===== src/rtl/sump_pkg.sv =====
// Shared SUMP link definitions: opcodes, decoder state encoding and framing constants.
// Imported by sump_command_decoder, sump_meta_req_arbiter and metadata_sender.
package sump_pkg;

    localparam logic [7:0] OP_RESET = 8'h00;
    localparam logic [7:0] OP_RUN   = 8'h01;
    localparam logic [7:0] OP_ID    = 8'h02;
    localparam logic [7:0] OP_META  = 8'h04;
    localparam logic [7:0] OP_XON   = 8'h11;
    localparam logic [7:0] OP_XOFF  = 8'h13;

    localparam int LONG_DATA_BYTES   = 4;
    // Cycles a fresh metadata pulse blocks the next one unless busy shows up sooner.
    localparam int META_GUARD_CYCLES = 2;

    typedef enum logic {
        IDLE = 1'b0,
        LONG = 1'b1
    } state_t;

    function automatic logic is_long_opcode(input logic [7:0] b);
        return b[7];
    endfunction

endpackage


===== src/rtl/sump_meta_req_arbiter.sv =====
// One-slot metadata request holder: issues begin/send_id pulses to metadata_sender,
// parks a request while the sender is busy and guards against back-to-back pulses.
module sump_meta_req_arbiter
    import sump_pkg::*;
(
    input  logic clock,
    input  logic reset,
    input  logic i_req,
    input  logic i_req_kind,
    input  logic i_clear,
    input  logic i_meta_busy,
    output logic o_begin_meta_transmit,
    output logic o_send_id
);

    logic       r_pulse;
    logic       r_send_id;
    logic       r_pending;
    logic       r_pend_kind;
    logic [1:0] r_guard;

    logic w_allow;
    logic w_issue_pend;
    logic w_issue_new;
    logic w_issue;
    logic w_issue_kind;
    logic w_park;

    // A parked request has priority; a new one arriving meanwhile is dropped.
    assign w_allow      = !i_meta_busy && (r_guard == 2'd0);
    assign w_issue_pend = r_pending && w_allow && !i_clear;
    assign w_issue_new  = i_req && !r_pending && w_allow;
    assign w_issue      = w_issue_pend || w_issue_new;
    assign w_issue_kind = w_issue_pend ? r_pend_kind : i_req_kind;
    assign w_park       = i_req && !r_pending && !w_allow;

    always_ff @(posedge clock) begin
        if (reset) begin
            r_pulse     <= 1'b0;
            r_send_id   <= 1'b0;
            r_pending   <= 1'b0;
            r_pend_kind <= 1'b0;
            r_guard     <= 2'd0;
        end else begin
            r_pulse <= w_issue;
            if (w_issue) begin
                r_send_id <= w_issue_kind;
            end

            if (w_issue) begin
                r_guard <= 2'(META_GUARD_CYCLES);
            end else if (i_meta_busy) begin
                r_guard <= 2'd0;
            end else if (r_guard != 2'd0) begin
                r_guard <= r_guard - 2'd1;
            end

            if (i_clear || w_issue_pend) begin
                r_pending <= 1'b0;
            end else if (w_park) begin
                r_pending   <= 1'b1;
                r_pend_kind <= i_req_kind;
            end
        end
    end

    assign o_begin_meta_transmit = r_pulse;
    assign o_send_id             = r_send_id;

endmodule


===== src/rtl/sump_command_decoder.sv =====
// SUMP host command decoder: splits the UART byte stream into short strobes and long
// (opcode + 4 data bytes) commands. Optional long-command timeout: SUMP_CMD_TIMEOUT_EN.
module sump_command_decoder
    import sump_pkg::*;
#(
    parameter int TIMEOUT_CYCLES = 100000
) (
    input  logic        clock,
    input  logic        reset,
    input  logic [7:0]  rx_data,
    input  logic        rx_valid,
    input  logic        meta_busy,
    output logic        begin_meta_transmit,
    output logic        send_id,
    output logic        arm,
    output logic        soft_reset,
    output logic        cmd_valid,
    output logic [7:0]  cmd_opcode,
    output logic [31:0] cmd_data,
    output logic        xoff,
    output logic        proto_error,
    output state_t      dbg_state
);

    // rx_valid is a one-cycle strobe with no back-pressure: every strobed byte is consumed.
    // meta_busy is the sender's level; requests wait on it rather than on a ready pulse.
    state_t      r_state;
    state_t      w_state_next;
    logic [1:0]  r_byte_cnt;
    logic [7:0]  r_opcode;
    logic [23:0] r_shadow;
    logic        r_arm;
    logic        r_soft_reset;
    logic        r_cmd_valid;
    logic [7:0]  r_cmd_opcode;
    logic [31:0] r_cmd_data;
    logic        r_xoff;

    logic w_expire;
    logic w_short;
    logic w_long_start;
    logic w_long_byte;
    logic w_long_done;

    always_ff @(posedge clock) begin
        if (reset) begin
            r_state <= IDLE;
        end else begin
            r_state <= w_state_next;
        end
    end

    // On timeout expiry the byte of the same cycle is treated as a fresh IDLE byte.
    always_comb begin
        w_state_next = r_state;
        w_short      = 1'b0;
        w_long_start = 1'b0;
        w_long_byte  = 1'b0;
        w_long_done  = 1'b0;
        case (r_state)
            IDLE: begin
                if (rx_valid) begin
                    if (is_long_opcode(rx_data)) begin
                        w_state_next = LONG;
                        w_long_start = 1'b1;
                    end else begin
                        w_short = 1'b1;
                    end
                end
            end
            LONG: begin
                if (w_expire) begin
                    w_state_next = IDLE;
                    if (rx_valid) begin
                        if (is_long_opcode(rx_data)) begin
                            w_state_next = LONG;
                            w_long_start = 1'b1;
                        end else begin
                            w_short = 1'b1;
                        end
                    end
                end else if (rx_valid) begin
                    w_long_byte = 1'b1;
                    if (r_byte_cnt == 2'(LONG_DATA_BYTES - 1)) begin
                        w_long_done  = 1'b1;
                        w_state_next = IDLE;
                    end
                end
            end
            default: w_state_next = IDLE;
        endcase
    end

    logic w_op_reset;
    logic w_op_run;
    logic w_op_xon;
    logic w_op_xoff;
    logic w_req;
    logic w_req_kind;

    assign w_op_reset = w_short && (rx_data == OP_RESET);
    assign w_op_run   = w_short && (rx_data == OP_RUN);
    assign w_op_xon   = w_short && (rx_data == OP_XON);
    assign w_op_xoff  = w_short && (rx_data == OP_XOFF);
    assign w_req      = w_short && ((rx_data == OP_ID) || (rx_data == OP_META));
    assign w_req_kind = (rx_data == OP_ID);

    always_ff @(posedge clock) begin
        if (reset) begin
            r_byte_cnt   <= 2'd0;
            r_opcode     <= 8'h00;
            r_shadow     <= 24'h0;
            r_arm        <= 1'b0;
            r_soft_reset <= 1'b0;
            r_cmd_valid  <= 1'b0;
            r_cmd_opcode <= 8'h00;
            r_cmd_data   <= 32'h0;
            r_xoff       <= 1'b0;
        end else begin
            r_arm        <= w_op_run;
            r_soft_reset <= w_op_reset;
            r_cmd_valid  <= w_long_done;
            if (w_op_xon) begin
                r_xoff <= 1'b0;
            end else if (w_op_xoff) begin
                r_xoff <= 1'b1;
            end

            if (w_long_start) begin
                r_opcode   <= rx_data;
                r_byte_cnt <= 2'd0;
            end else if (w_long_byte) begin
                r_byte_cnt <= r_byte_cnt + 2'd1;
                case (r_byte_cnt)
                    2'd0:    r_shadow[7:0]   <= rx_data;
                    2'd1:    r_shadow[15:8]  <= rx_data;
                    2'd2:    r_shadow[23:16] <= rx_data;
                    default: r_shadow        <= r_shadow;
                endcase
            end

            if (w_long_done) begin
                r_cmd_opcode <= r_opcode;
                r_cmd_data   <= {rx_data, r_shadow};
            end
        end
    end

`ifdef SUMP_CMD_TIMEOUT_EN
    localparam int TO_W = $clog2(TIMEOUT_CYCLES + 1);

    logic [TO_W-1:0] r_to_cnt;
    logic            r_proto_error;

    assign w_expire = (r_state == LONG) && (r_to_cnt == TO_W'(TIMEOUT_CYCLES));

    always_ff @(posedge clock) begin
        if (reset) begin
            r_to_cnt      <= '0;
            r_proto_error <= 1'b0;
        end else begin
            r_proto_error <= w_expire;
            if ((r_state != LONG) || rx_valid || w_expire) begin
                r_to_cnt <= '0;
            end else begin
                r_to_cnt <= r_to_cnt + 1'b1;
            end
        end
    end

    assign proto_error = r_proto_error;
`else
    logic w_unused_timeout;

    assign w_unused_timeout = (TIMEOUT_CYCLES == 0);
    assign w_expire         = 1'b0;
    assign proto_error      = 1'b0;
`endif

    sump_meta_req_arbiter u_meta_arb (
        .clock                 (clock),
        .reset                 (reset),
        .i_req                 (w_req),
        .i_req_kind            (w_req_kind),
        .i_clear               (w_op_reset),
        .i_meta_busy           (meta_busy),
        .o_begin_meta_transmit (begin_meta_transmit),
        .o_send_id             (send_id)
    );

    assign arm        = r_arm;
    assign soft_reset = r_soft_reset;
    assign cmd_valid  = r_cmd_valid;
    assign cmd_opcode = r_cmd_opcode;
    assign cmd_data   = r_cmd_data;
    assign xoff       = r_xoff;
    assign dbg_state  = r_state;

endmodule


===== config.mk =====
export PLATFORM = sky130hd
export DESIGN_NAME = sump_command_decoder
export DESIGN_NICKNAME = d
export VERILOG_FILES = /design/src/rtl/sump_pkg.sv /design/src/rtl/sump_meta_req_arbiter.sv /design/src/rtl/sump_command_decoder.sv
export SDC_FILE = /design/constraint.sdc
export NUM_CORES = 1
export LEC_CHECK = 0
export CORE_MARGIN = 2
export CORE_UTILIZATION = 35
export DETAILED_ROUTE_END_ITERATION = 12
export PLACE_DENSITY = 0.63
export SLEW_MARGIN = 30
export SYNTH_ARGS = -nofsm -noshare
export SYNTH_HDL_FRONTEND = slang
export SYNTH_SLANG_ARGS = --single-unit

===== constraint.sdc =====
create_clock -name clock -period 2.1 [get_ports clock]
set_input_delay 0.63 -clock clock [delete_from_list [all_inputs] [get_ports clock]]
set_output_delay 0.63 -clock clock [all_outputs]
set_load 0.03 [all_outputs]

==> reports/metrics.cfg <==
[status]
status=finished, final reports clean

[global_routing]
grt_pass1_wl_um=10850
gr-usage-all-layers_pct=15.52
grtUsageMet3_pct=3.602
grt_use_met2_pct=24.77
overflow=0
grt_use_met1_pct=20.38
grt_busiest_layer=met2
grt_start_max_net_pins=31
grt_pass1_vias=2190
antenna_found_initial=0

[timing]
drv_slew=0
setup_ws_ps=85.92
finClkSkew_ps=7.754
layout_min_cycle_time_ps=2014
fmax_mhz=496.5
setup_violations=0
rsz0062_at_grt=no
tns_ps=0
finalHoldViolCount=0
period_share_pct=95.91

[synth]
yosysTopAreaCell=dfxtp_1
async_flop_share_pct=0
synth_seq_cells=85
post_synth.cell_area_avg_um2=10.11
yosys_warnings=0
yosysSeqAreaShare_pct=57.05
synth_cell_types=34
syn-num-nets=311
yosysMostFrequentCell=dfxtp_1
synth_edf_count=0
ys_top_cells_by_count=dfxtp_1 (85), a22o_1 (40), nand2_1 (31)
syn_inst=295
synth_top_area_share_pct=57.05
ys.flop_type=dfxtp_1
syn_area_um2=2983
yosys-top-cells-area=dfxtp_1 (57%), a22o_1 (12%), a21oi_1 (4.9%), nand3_1 (4.0%), nand2_1 (3.9%)

[floorplan]
die_area_um2=9277
start_util_pct=36.12
row_count=33
ioPinCount=60
core_area_um2=8258
die_h_um=96.32
fp.dieW_um=96.32

[pwr]
clkPwrFrac_pct=37.3
p_int_w=0.002273
power_density_nw_per_um2=725.9
power_frac_seq_pct=56.3
comb_power_share_pct=6.4
cellLeakagePower_nw=1.492
switching_power_w=0.0006343
vdd_drop_max_uv=338.5
switching_share_pct=21.82

[clock_network]
clock_sinks=85
cts_resized=0
htree_levels=3
cts_buffer_depth=2
numCtsBuffers=9
clk_latency_ps=340
cts_tree=yes
cts-root-buf=clkbuf_8
clkTransAtPathRegs_ps=70
cts_setup_buffers=0
cts_hold_buf=0

[place]
dp_hpwl_um=4683
place_ws_ps=-163.9
port_buffers=58
gp_congestion=0.8208

[setup_path]
cp.required_ps=1470
cp.arrival_ps=1380
path_class=flip-flop to primary output
start_kind=flip-flop
critPathSlowestCell=clkdlybuf4s50_1
critPathMaxFanout=2
max_stage_delay_ps=680
crit_family=buffers and inverters
worstPathCellList=clkdlybuf4s50_1
end_kind=primary output
crit_buf_inv=1

[detailed_routing]
wl_per_cell_um=14.67
drc=0
dr_total_vias=2397
dr.first_iter.drc_count=123
via_per_inst=5.089
drt-total-wl_um=6908
drt.antenna.violating_nets=0
drtPass1Iterations=4

[layout]
fillCellCount=800
seq_area_um2=1702
utilization_pct=48.50
synthToLayoutAreaGrowth_pct=34.27
nNetsFinal=379
drive_gt1_share_pct=11.48
multi_input_area_um2=1175
antenna_cells=0

[flow_run]
max_cap_viol_count=0

[worst_hold_path]
hold_class=flip-flop to flip-flop

## state kept, by name, indices dropped and copies added (netlist names), 2 cells and up
name	count
cmd_opcode	8
u_meta_arb.r_guard	2
r_shadow	24
r_byte_cnt	2
cmd_data	32
r_opcode	8
## cell usage in the layout (no fill, tap or decap), types with 2 or more instances in the layout
master	instances
a21oi_1	28
a22o_1	40
buf_12	3
buf_4	22
clkbuf_1	2
clkbuf_8	10
clkdlybuf4s50_1	58
dfxtp_1	85
ha_1	4
inv_1	3
mux2i_1	10
nand2_1	31
nand2b_1	2
nand3_1	24
nand3b_1	3
nand4_1	2
nor2_1	13
nor2b_1	2
nor4_1	3
nor4b_1	2
## power by group through the flow
stage	clock, W	combinational, W	sequential, W
2_1_floorplan	0	0.0000905	0.00168
3_3_place_gp	0	0.000183	0.00167
3_5_place_dp	0	0.000185	0.00167
4_1_cts	0.00111	0.000187	0.00164
5_1_grt	0.00118	0.000202	0.00164
6_report	0.00109	0.000186	0.00164
## logic make-up after synthesis
logic type	after synthesis	share of synthesized area, %
other	1	0.1257
xor gates and xnor gates	1	0.2937
buffers and inverters	29	4.027
muxes	10	3.356
adders and majority gates	4	1.678
and+or+nand+nor	90	15.31
DFF	85	57.05
AOI/OAI and AO/OA	75	18.16
## routing by layer
layer / up-vias / wire length, um
met5: - / 0
met4: 0 / 92
met3: 10 / 314
met2: 53 / 3282
met1: 1157 / 3218
li1: 1177 / -
## per-stage QoR
step	cells	area, um^2	total power, W	hold slack, ps
after floorplan	295	2983	0.001766	425.2
after global placement	457	3825	0.001856	438.9
after detailed placement	457	3825	0.001859	449.4
after CTS	471	4005	0.002934	459.5
after global routing	471	4005	0.003015	474.9
final	471	4005	0.002907	458.4
## cell type report
type                       count  share of cell area (%)
timing repair buffer          83                   20.12
clock inverter                 2                  0.8747
sequential                    85                   42.49
inverter                       3                  0.2812
clock buffer                  12                   3.624
multi-input combinational    181                   29.33
tap                          105                   3.280
## final timing paths
| kind | slack (ps) | to | cells after the start | start |
|---|---|---|---|---|
| max | 90 | dbg_state | 1 | dbg_state |
| min | 460 | r_shadow[3] | 2 | r_shadow[3] |
| max reg2reg | 560 | u_meta_arb.r_pending | 6 | dbg_state |
| min reg2reg | 460 | r_shadow[3] | 2 | r_shadow[3] |
(Power assumes the default switching activity.)
